## src/rtl/cfg_chain_pkg.sv

```systemverilog
// Shared types and helpers for the configuration chain loader.
package cfg_chain_pkg;

    localparam int unsigned BYTE_W = 8;

    typedef enum logic [2:0] {
        StIdle,
        StLdWait,
        StLdShift,
        StRbShift,
        StRbOut,
        StFin
    } state_e;

    // Number of host bytes needed to cover a chain of the given length.
    function automatic int unsigned num_bytes(input int unsigned chain_len);
        return (chain_len + BYTE_W - 1) / BYTE_W;
    endfunction

    // Bits to move in the next byte slot: a full byte, or whatever is left.
    function automatic logic [3:0] chunk_bits(input int unsigned remaining);
        if (remaining >= BYTE_W) begin
            return 4'(BYTE_W);
        end
        return 4'(remaining);
    endfunction

endpackage

```

## src/rtl/cfg_byte_shifter.sv

```systemverilog
// 8-bit shift register used both to serialise load bytes (MSB out) and to
// assemble readback bytes (LSB in). A per-byte counter flags the final bit.
module cfg_byte_shifter
    import cfg_chain_pkg::*;
(
    input  logic         clk,
    input  logic         rst_n,
    input  logic         load,
    input  logic         shift,
    input  logic         ser_in,
    input  logic [7:0]   par_in,
    input  logic [3:0]   nbits,
    output logic [7:0]   data,
    output logic         ser_out,
    output logic         last_bit
);

    logic [7:0] data_q;
    logic [3:0] cnt_q;
    logic [3:0] pad_q;
    logic [7:0] shifted;

    // Next value of the register for a single left shift.
    always_comb begin
        shifted = {data_q[6:0], ser_in};
    end

    // Parallel load sets the bit budget; the last shift of a short byte
    // left-justifies what was collected so the unused LSBs read as zero.
    always_ff @(posedge clk) begin
        if (!rst_n) begin
            data_q <= '0;
            cnt_q  <= '0;
            pad_q  <= '0;
        end else if (load) begin
            data_q <= par_in;
            cnt_q  <= nbits;
            pad_q  <= 4'(BYTE_W) - nbits;
        end else if (shift && (cnt_q != '0)) begin
            if (cnt_q == 4'd1) begin
                data_q <= shifted << pad_q;
            end else begin
                data_q <= shifted;
            end
            cnt_q <= cnt_q - 4'd1;
        end
    end

    assign data     = data_q;
    assign ser_out  = data_q[7];
    assign last_bit = (cnt_q == 4'd1);

endmodule

```

## src/rtl/cfg_chain_loader.sv

```systemverilog
// Serial configuration chain driver: loads host bytes into the LUT chain or
// rotates the chain once to read it back without disturbing it.
module cfg_chain_loader
    import cfg_chain_pkg::*;
#(
    parameter int unsigned CHAIN_LEN = 64,
    parameter int unsigned CNT_W     = $clog2(CHAIN_LEN + 1)
) (
    input  logic       prog_clk,
    input  logic       prog_rst_n,
    input  logic       start_load,
    input  logic       start_rb,
    input  logic [7:0] s_data,
    input  logic       s_valid,
    output logic       s_ready,
    output logic [7:0] m_data,
    output logic       m_valid,
    input  logic       m_ready,
    output logic       prog_en,
    output logic       prog_in,
    input  logic       prog_out,
    output logic       busy,
    output logic       done
);

    state_e           state_q, state_d;
    logic [CNT_W-1:0] bits_q, bits_d;

    logic       sh_load;
    logic       sh_shift;
    logic [7:0] sh_par;
    logic [3:0] sh_nbits;
    logic [7:0] sh_data;
    logic       sh_ser_out;
    logic       sh_last;

    cfg_byte_shifter u_shifter (
        .clk      (prog_clk),
        .rst_n    (prog_rst_n),
        .load     (sh_load),
        .shift    (sh_shift),
        .ser_in   (prog_out),
        .par_in   (sh_par),
        .nbits    (sh_nbits),
        .data     (sh_data),
        .ser_out  (sh_ser_out),
        .last_bit (sh_last)
    );

    // Next state, chain bit budget and byte shifter control.
    always_comb begin
        state_d  = state_q;
        bits_d   = bits_q;
        sh_load  = 1'b0;
        sh_shift = 1'b0;
        sh_par   = '0;
        sh_nbits = chunk_bits(32'(bits_q));
        case (state_q)
            StIdle: begin
                // Load has priority when both starts arrive together.
                if (start_load) begin
                    state_d = StLdWait;
                    bits_d  = CNT_W'(CHAIN_LEN);
                end else if (start_rb) begin
                    state_d  = StRbShift;
                    bits_d   = CNT_W'(CHAIN_LEN);
                    sh_load  = 1'b1;
                    sh_nbits = chunk_bits(CHAIN_LEN);
                end
            end
            StLdWait: begin
                if (s_valid && s_ready) begin
                    state_d = StLdShift;
                    sh_load = 1'b1;
                    sh_par  = s_data;
                end
            end
            StLdShift: begin
                sh_shift = 1'b1;
                bits_d   = (bits_q != '0) ? bits_q - CNT_W'(1) : bits_q;
                if (sh_last) begin
                    state_d = (bits_q <= CNT_W'(1)) ? StFin : StLdWait;
                end
            end
            StRbShift: begin
                sh_shift = 1'b1;
                bits_d   = (bits_q != '0) ? bits_q - CNT_W'(1) : bits_q;
                if (sh_last) begin
                    state_d = StRbOut;
                end
            end
            StRbOut: begin
                if (m_ready) begin
                    if (bits_q == '0) begin
                        state_d = StFin;
                    end else begin
                        state_d = StRbShift;
                        sh_load = 1'b1;
                    end
                end
            end
            StFin: begin
                state_d = StIdle;
            end
            default: begin
                state_d = StIdle;
            end
        endcase
    end

    // State register with outputs registered from the next state.
    always_ff @(posedge prog_clk) begin
        if (!prog_rst_n) begin
            state_q <= StIdle;
            bits_q  <= '0;
            s_ready <= 1'b0;
            m_valid <= 1'b0;
            prog_en <= 1'b0;
            busy    <= 1'b0;
            done    <= 1'b0;
        end else begin
            state_q <= state_d;
            bits_q  <= bits_d;
            s_ready <= (state_d == StLdWait);
            m_valid <= (state_d == StRbOut);
            prog_en <= (state_d == StLdShift) || (state_d == StRbShift);
            busy    <= (state_d != StIdle);
            done    <= (state_d == StFin);
        end
    end

    // Readback feeds the chain tail straight back into its head.
    assign prog_in = (state_q == StRbShift) ? prog_out
                                            : ((state_q == StLdShift) && sh_ser_out);
    assign m_data  = m_valid ? sh_data : '0;

endmodule
```

## config.mk

```make
export PLATFORM = sky130hd
export DESIGN_NAME = cfg_chain_loader
export DESIGN_NICKNAME = d
export VERILOG_FILES = /design/src/rtl/cfg_chain_pkg.sv /design/src/rtl/cfg_byte_shifter.sv /design/src/rtl/cfg_chain_loader.sv
export SDC_FILE = /design/constraint.sdc
export NUM_CORES = 1
export LEC_CHECK = 0
export ABC_AREA = 1
export BUFFER_PORTS_ARGS = -buffer_cell sky130_fd_sc_hd__buf_4
export CAP_MARGIN = 0
export CORE_UTILIZATION = 58
export DETAILED_ROUTE_END_ITERATION = 10
export HOLD_SLACK_MARGIN = 0.08
export PLACE_DENSITY = 0.8
export SYNTH_ARGS = -nofsm -noshare
export SYNTH_HDL_FRONTEND = slang
export SYNTH_HIERARCHICAL = 1
export SYNTH_SLANG_ARGS = --single-unit
```

## constraint.sdc

```tcl
create_clock -name prog_clk -period 2.2 [get_ports prog_clk]
set_input_delay 0.11 -clock prog_clk [delete_from_list [all_inputs] [get_ports prog_clk]]
set_output_delay 0.11 -clock prog_clk [all_outputs]
set_load 0.03 [all_outputs]
```

# Word-level counts from Yosys, hierarchy flattened
# Cells that the tools add are included.
# word_totals
input_bits,15
out_inout_bits,14
register_bits,31
wordCells,76
# op_classes
mux,35
reduce_logical,13
magnitude_cmp,2
eq_ne,12
shift,1
addsub,3
# ops
operator,n
two-way mux 8 bit,6
two-way mux 4 bit,7
two-way mux 3 bit,8
two-way mux 7 bit,3
one-hot mux 3 bit (5 select lines),1
one-hot mux 7 bit (2 select lines),1
"equality test 3 x 2 -> 1 bit, second input constant",4
"equality test 3 bit, second input constant",3
two-way mux 1 bit,8
left shift 8 x 4 -> 8 bit,1
">= comparator 7 x 4 -> 1 bit, second input constant",1
"less-or-equal comparator 7 x 1 -> 1 bit, second input constant",1
logical NOT 7 bit,1
nonzero test 7 bit,1
"subtractor 7 x 1 -> 7 bit, second input constant",1
"equality test 3 x 1 -> 1 bit, second input constant",2
"equality test 4 x 1 -> 1 bit, second input constant",1
nonzero test 2 bit,2
nonzero test 4 bit,1
"subtractor 4 x 1 -> 4 bit, second input constant",1
"subtractor 4 bit, first input constant",1
logical AND 1 bit,3
logical NOT 3 bit,1
"inequality test 3 bit, second input constant",1
6 further kinds,6

# Depth between registers and ports, before layout
# Gate-level depths: netlist of the first run.
# logic_depth
depth_word,7
depth_mapped,14
ltp_nobuf,13

# By module
# Netlist of the first run, hierarchy kept.
# modules_own_cells
mod,area_each_um2,n_inst,seq_area_each_um2,cells_each
cfg_byte_shifter,1143.6,1,320.3,182
cfg_chain_loader,1033.5,1,300.3,179

# Least setup slack after synthesis of the first run
# Ideal clock, no wire load.
# synth_path
path_kind,reg2reg
start,register bits_q[0]
end,register u_shifter.cnt_q[3]
path_slack_ns,0.392
path_stages_with_launch,14
path_buffers,2
t_arrival_ns,1.695
synth_period_minus_slack_ns,1.808
required_time_ns,2.087
setup_time_ns,0.113
cell_sequence,dfxtp_1 inv_1 ha_1 inv_1 nor2_1 nand3_1 nand3_1 nand3_1 buf_4 inv_2 buf_2 nand2_1 o21ai_1 inv_1
# synth_via
word_cells_on_any_way,12
classes_between,order compare: 1; mux: 9; reduce/logical: 2
# synth_rtl
element,line,text
start: declaration,cfg_chain_loader.sv:27,"logic [CNT_W-1:0] bits_q, bits_d;"
start signal: assignment,cfg_chain_loader.sv:123,bits_q <= bits_d;
logical NOT 7 bit (*),cfg_chain_loader.sv:94,if (bits_q == '0) begin
two-way mux 1 bit (*),cfg_chain_loader.sv:94,
two-way mux 1 bit (*),cfg_chain_loader.sv:93,if (m_ready) begin
one-hot mux 1 bit (3 select lines) (*),cfg_chain_loader.sv:58,case (state_q)
net sh_load,cfg_chain_loader.sv:29,logic sh_load;
two-way mux 4 bit / nonzero test 2 bit (equally long branches),-,
end signal: assignment,cfg_byte_shifter.sv:37,cnt_q <= nbits;
end signal: assignment,cfg_byte_shifter.sv:45,cnt_q <= cnt_q - 4'd1;
end: declaration,cfg_byte_shifter.sv:19,logic [3:0] cnt_q;
# The timed path passes the listed nets; every way through them passes the cells marked *.
# A chain may end at the register's enable or synchronous reset.

# Worst setup path in the final report of the first run
# layout_path
start,register state_q[2]
end,register u_shifter.pad_q[1]
# layout_via
elab_chain_len,3
word_cells_on_any_way,6
classes_between,add/sub: 1; eq/ne: 2; mux: 2; reduce/logical: 1
# layout_rtl
element,line,text
start: declaration,cfg_chain_loader.sv:26,"state_e state_q, state_d;"
start signal: assignment,cfg_chain_loader.sv:114,state_q <= StIdle;
start signal: assignment,cfg_chain_loader.sv:122,state_q <= state_d;
logical NOT 3 bit,cfg_chain_loader.sv:58,
two-way mux 4 bit,cfg_chain_loader.sv:58,
net sh_nbits[1],cfg_chain_loader.sv:32,logic [3:0] sh_nbits;
subtractor 4 bit,cfg_byte_shifter.sv:38,pad_q <= 4'(BYTE_W) - nbits;
end signal: assignment,cfg_byte_shifter.sv:38,
end: declaration,cfg_byte_shifter.sv:20,logic [3:0] pad_q;
# The timed path passes the listed nets, and every way through them passes these cells.

==> results of run 1 <==
worst max-delay path by stage:
stage               startpoint                  to  slack, ps  cells after the start
global route         bits_q[1]  u_shifter/cnt_q[3]         60                     13
floorplan            bits_q[0]  u_shifter/cnt_q[3]        390                     13
global placement    state_q[2]  u_shifter/cnt_q[3]        300                     10
detailed placement  state_q[2]  u_shifter/cnt_q[3]        290                     10
finish              state_q[2]  u_shifter/pad_q[1]        220                      8
CTS                  bits_q[1]  u_shifter/cnt_q[0]        260                     12
layer usage:
metal | GRT usage | vias to the layer above | wire length (um)
met2 | 0.5161 | 67 | 2635
met1 | 0.3587 | 1057 | 2504
met4 | 0.07955 | 0 | 68
met5 | 0 | - | 0
li1 | - | 1190 | -
met3 | 0.05254 | 6 | 243
Yosys cell counts:
cell type	instances
buf_2	4
clkbuf_1	1
nor2_2	4
a21oi_1	19
o21ai_0	9
nor2_1	44
nand2_4	3
o21ai_1	6
nand3_1	39
nand2_2	3
inv_1	55
nor2_4	4
nand4_1	5
ha_1	7
a21oi_2	3
nor3_1	6
a31oi_1	3
o221ai_1	1
or2_2	2
inv_2	8
xor2_1	3
buf_4	3
nand2_1	96
nand3_2	1
dfxtp_1	31
xnor2_1	1
through the flow:
| stage | hold slack [ps] | total power (uW) | setup WS (ps) |
|---|---|---|---|
| floorplan | 244.6 | 1208 | 392.2 |
| CTS | 148.2 | 1968 | 256.8 |
| global route | 148.3 | 2112 | 63.54 |
| finish | 148.9 | 1978 | 223.1 |
| global placement | 431.4 | 1370 | 295.6 |
| detailed placement | 437.3 | 1382 | 294.8 |
sequential cells by signal, indices dropped and copies added, names as in the netlist, 3 cells and up:
| register | cells |
|---|---|
| u_shifter/cnt_q | 4 |
| u_shifter/pad_q | 4 |
| state_q | 3 |
| u_shifter/data | 8 |
| bits_q | 7 |
repair_timing:
action | in CTS | in global routing
setup endpoints to repair | 0 | 3
gates resized for setup | 0 | 1
setup buffers | 0 | 0
power by group through the flow:
stage                     clock [uW]  combinational [uW]  sequential, uW
after floorplan                    0                 497             712
after global placement             0                 658             712
after detailed placement           0                 671             711
after CTS                        592                 676             700
after global routing             624                 775             712
final                            595                 683             700
cell families after synthesis:
family | after synthesis | synth area share
compound gates | 41 | 0.1029
xor+xnor | 4 | 0.01609
fa+ha+maj | 7 | 0.04023
buf+inv | 71 | 0.1299
flops | 31 | 0.2851
simple gates | 207 | 0.4259
layout make-up:
class	instances	share of cell area
Clock buffer	6	0.03227
Clock inverter	2	0.01369
Inverter	63	0.09242
Multi-Input combinational cell	259	0.4998
Sequential cell	31	0.2425
Tap cell	46	0.02249
Timing Repair Buffer	33	0.09682
critical path, stage by stage, from the launching register on:
cell and delay, ps:
dfxtp_1 490, inv_2 130, nand4_1 190, nand3_1 210, nor2_1 230, inv_1 70, ha_1 270, o21ai_0 210
a21oi_1 70
==> flow_summary.json, run 1 <==
{
  "stdcell_area_mm2": 0.002559,
  "ys_seq_area_frac": 0.2851,
  "tns_ps": 0,
  "finish.utilization": 0.7377,
  "clock_latency_ps": 280,
  "post-route-period-util": 0.8986,
  "cts_sinks": 31,
  "finalSetupViolCount": 0,
  "nets": 415,
  "netlist_area_mm2": 0.002177,
  "finalNonFillerCells": 440,
  "power_leakage_uw": 0.001335,
  "timing.slew.headroom": 0.7057,
  "endpoint_kind": "register",
  "hold_buffers": 0,
  "clkPwrFrac": 0.301,
  "drive_gt1_frac": 0.1777,
  "clkSlewWorstSetupHoldPaths_ps": 70,
  "rows": 21,
  "slew_violations": 0,
  "crit_type": "reg2reg",
  "p_int_uw": 1242,
  "synth_top_area_share": 0.2851,
  "synth_largest_area_cell": "dfxtp_1",
  "antenna_found_initial": 0,
  "drc": 0,
  "fill_cells": 313,
  "num_antenna_cells": 0,
  "io_buffer_count": 28,
  "p_comb_frac": 0.345,
  "swShare": 0.3724,
  "grt_pass1_vias": 2144,
  "timing.fmax_ghz": 0.5059,
  "multi_input_area_mm2": 0.001279,
  "syn_area_per_cell_um2": 6.031,
  "final_cell_mix": "nand2_1, inv_1, nor2_1",
  "min_to": "bits_q[0]",
  "register_area_um2": 620.6,
  "placed_area_mm2": 0.002436,
  "max_slew.worst_pin.slew_ps": 441.0,
  "drtIter0Drc": 187,
  "cap_violations": 0,
  "cts_buffers": 5,
  "cp.arrival_ps": 2140,
  "ys_seq_elements": 31,
  "grt_usage": 0.2917,
  "holdPathStages": 3,
  "final.setup_skew_ps": 6.619,
  "die-height_um": 63.27,
  "core_mm2": 0.003468,
  "r2r_start": "state_q[2]",
  "start_util": 0.6277,
  "grt_max_degree": 14,
  "dp.cells": 432,
  "syn-num-nets": 383,
  "die_x_um": 63.27,
  "cts_buffer_depth": 2,
  "min_from": "prog_rst_n",
  "power.density_mw_per_mm2": 773.2,
  "path_max_fanout": 8,
  "cts_tree": "yes",
  "cts-root-buf": "clkbuf_8",
  "period_minus_slack_ps": 1977,
  "firstDrtPassIters": 6,
  "synthCells": 361,
  "grt_setup_unrepaired": "false",
  "critPathRequiredTime_ps": 2360,
  "grt_pass1_wl_mm": 9.370,
  "p_switching_uw": 736.8,
  "overflow": 0,
  "vias": 2320,
  "io_pins": 29,
  "syn_to_final_growth_pct": 17.53,
  "reg2reg_depth": 8,
  "postRouteAntennaNets": 0,
  "rrSetupSlack_ps": 220,
  "die_area_mm2": 0.004002,
  "outcome": "complete, no violations",
  "yosysWarnings": 6,
  "rr_endpoint": "u_shifter/pad_q[1]",
  "gp_congestion": 0.9408,
  "seqPwrFrac": 0.354,
  "synth_area_leaders": "dfxtp_1, nand2_1, inv_1",
  "wl_mm": 5.452,
  "hpwlAfterDp_mm": 4.184,
  "hold_path_class": "in2reg",
  "yosys.cell_types.count": 26,
  "startpoint_type": "register",
  "post_drt_via_cell_ratio": 5.273,
  "layout_commonest_cell": "nand2_1",
  "hold_viol": 0,
  "wire_per_inst_um": 12.39,
  "ir_drop_mv": 0.5718,
  "htreeDepth": 2
}
(Power assumes the default switching activity.)
==> run 2, diff against run 1 <==
--- a/config.mk
+++ b/config.mk
@@ -11,7 +11,8 @@
 export CORE_UTILIZATION = 58
 export DETAILED_ROUTE_END_ITERATION = 10
 export HOLD_SLACK_MARGIN = 0.08
-export PLACE_DENSITY = 0.8
+export PLACE_DENSITY = 0.87
+export SLEW_MARGIN = 5
 export SYNTH_ARGS = -nofsm -noshare
 export SYNTH_HDL_FRONTEND = slang
 export SYNTH_HIERARCHICAL = 1
==> run 2 against run 1 <==
  * Flip-flop and latch count unchanged
  * Largest power group unchanged
  * Total power shrank 5.4%
  * Final cell count down 0.23%
  * Utilization fell by 0.76 points
  * Design area shrank 1.0%
  * Largest cell class unchanged
  * Register-to-register slack got worse by 60 ps
  * Clock-buffer cell count up 1
==> flow_summary.json, run 2 (synthesis gave the netlist of run 1 again) <==
{
  "cts-resized-gates": 0,
  "overflow": 0,
  "clkPwrFrac": 0.267,
  "crit_chain": "inv_2 -> nand4_1 -> nand3_1 -> nor2_1 -> inv_1 -> ha_1 -> xnor2_1 -> o21ai_0 -> inv_1",
  "rrSetupSlack_ps": 160,
  "hold_viol": 0,
  "critPathRequiredTime_ps": 2370,
  "post_drt_via_cell_ratio": 5.246,
  "syn_to_final_growth_pct": 16.32,
  "nets": 414,
  "start_util": 0.6277,
  "endpoint_kind": "register",
  "drc": 0,
  "grt_setup_unrepaired": "false",
  "path_max_fanout": 8,
  "final_cell_mix": "nand2_1, inv_1, nor2_1",
  "slowest_stage": "dfxtp_1",
  "holdPathStages": 3,
  "slowest_delay_ps": 490,
  "post_cts_buffers": 0,
  "max_slew.worst_pin.slew_ps": 459.0,
  "antenna_found_initial": 0,
  "die-height_um": 63.27,
  "swShare": 0.3834,
  "grt_max_degree": 18,
  "seqPwrFrac": 0.375,
  "grt_pass1_vias": 2030,
  "post-route-period-util": 0.9257,
  "min_to": "u_shifter/data[4]",
  "power.density_mw_per_mm2": 739.4,
  "slew_violations": 0,
  "hold_path_class": "in2reg",
  "core_mm2": 0.003468,
  "power_leakage_uw": 0.001314,
  "p_switching_uw": 718.0,
  "drive_gt1_frac": 0.1730,
  "cts_buffer_depth": 2,
  "grt_pass1_wl_mm": 8.845,
  "busiest_layer": "met2",
  "rr_endpoint": "u_shifter/pad_q[2]",
  "die_x_um": 63.27,
  "whs_ps": 133.0,
  "cts-root-buf": "clkbuf_8",
  "cts_sinks": 31,
  "layout_commonest_cell": "nand2_1",
  "cts_tree": "yes",
  "period_minus_slack_ps": 2036,
  "grt_use_met2": 0.4825,
  "vias": 2303,
  "io_buffer_count": 28,
  "rows": 21,
  "r2r_start": "state_q[2]",
  "final.setup_skew_ps": 4.657,
  "placed_area_mm2": 0.002429,
  "io_pins": 29,
  "postRouteAntennaNets": 0,
  "met3_usage": 0.04891,
  "clock_latency_ps": 290,
  "finish.utilization": 0.7302,
  "startpoint_type": "register",
  "stdcell_area_mm2": 0.002532,
  "cts_buffers": 5,
  "grt_usage": 0.2807,
  "p_int_uw": 1155,
  "clkSlewWorstSetupHoldPaths_ps": 70,
  "min_from": "prog_rst_n",
  "timing.slew.headroom": 0.6937,
  "wire_per_inst_um": 12.04,
  "gp_congestion": 0.8955,
  "finalSetupViolCount": 0,
  "p_comb_frac": 0.357,
  "firstDrtPassIters": 5,
  "tns_ps": 0,
  "cpMostUsedCell": "inv_1",
  "largest_reg_flops": 8,
  "cap_violations": 0,
  "crit_type": "reg2reg",
  "num_antenna_cells": 0,
  "htreeDepth": 2,
  "ir_drop_mv": 0.5497,
  "hold_buffers": 0,
  "die_area_mm2": 0.004002,
  "hpwlAfterDp_mm": 4.060,
  "outcome": "complete, no violations",
  "cp.arrival_ps": 2210,
  "drtIter0Drc": 174,
  "use_met1": 0.3430,
  "fill_cells": 300,
  "reg2reg_depth": 9,
  "wl_mm": 5.284,
  "timing.fmax_ghz": 0.4911
}
run 2: changes by cell type in the layout (fill, tap and decap cells not counted):
cell        delta
buf_4          -1
bufinv_16      -1
clkbuf_8       +1
clkinv_2       -1
clkinvlp_4     +1
nand3_1        +1
nand3_2        -1
run 2: power by group through the flow:
stage	registers (uW)	logic [uW]	clock network (uW)
finish	703	669	500
global route	712	754	530
CTS	702	663	508
detailed placement	714	658	0
global placement	711	644	0
floorplan	712	497	0
run 2: layout make-up:
| class | instances | area, um^2 | area share |
|---|---|---|---|
| clock buffer | 7 | 96.34 | 0.03804 |
| clock inverter | 1 | 7.507 | 0.002964 |
| inverter | 63 | 236.5 | 0.09338 |
| multi-input combinational | 259 | 1274 | 0.5030 |
| sequential | 31 | 620.6 | 0.2451 |
| tap | 46 | 57.56 | 0.02273 |
| timing repair buffer | 32 | 240.2 | 0.09486 |
run 2: worst max-delay path: cells and delay by family (launching register included):
kind,cells,cell delay [ps]
buf+inv,3,300
flops,1,490
fa+ha+maj,1,200
simple gates,3,610
compound gates,1,210
xor+xnor,1,120
run 2: worst max-delay path by stage:
stage	startpoint	end	slack, ps	cells past startpoint
after CTS	state_q[2]	u_shifter/pad_q[2]	170	9
after detailed placement	state_q[2]	u_shifter/pad_q[2]	280	9
after global placement	state_q[2]	u_shifter/pad_q[2]	330	9
after global routing	state_q[2]	u_shifter/pad_q[2]	4	9
after floorplan	bits_q[0]	u_shifter/cnt_q[3]	390	13
final	state_q[2]	u_shifter/pad_q[2]	160	9
run 2: per-stage QoR:
step	power [uW]	worst slack, ps	instances
finish	1873	163.6	439
global route	1996	4.232	439
detailed placement	1372	284.1	431
floorplan	1208	392.2	361
global placement	1355	325.9	431
CTS	1873	171.6	439
run 2: per-layer routing:
| layer | vias to the layer above | share of wire |
|---|---|---|
| li1 | 1188 | - |
| met5 | - | 0 |
| met2 | 85 | 0.48 |
| met4 | 0 | 0.017 |
| met3 | 10 | 0.052 |
| met1 | 1020 | 0.45 |
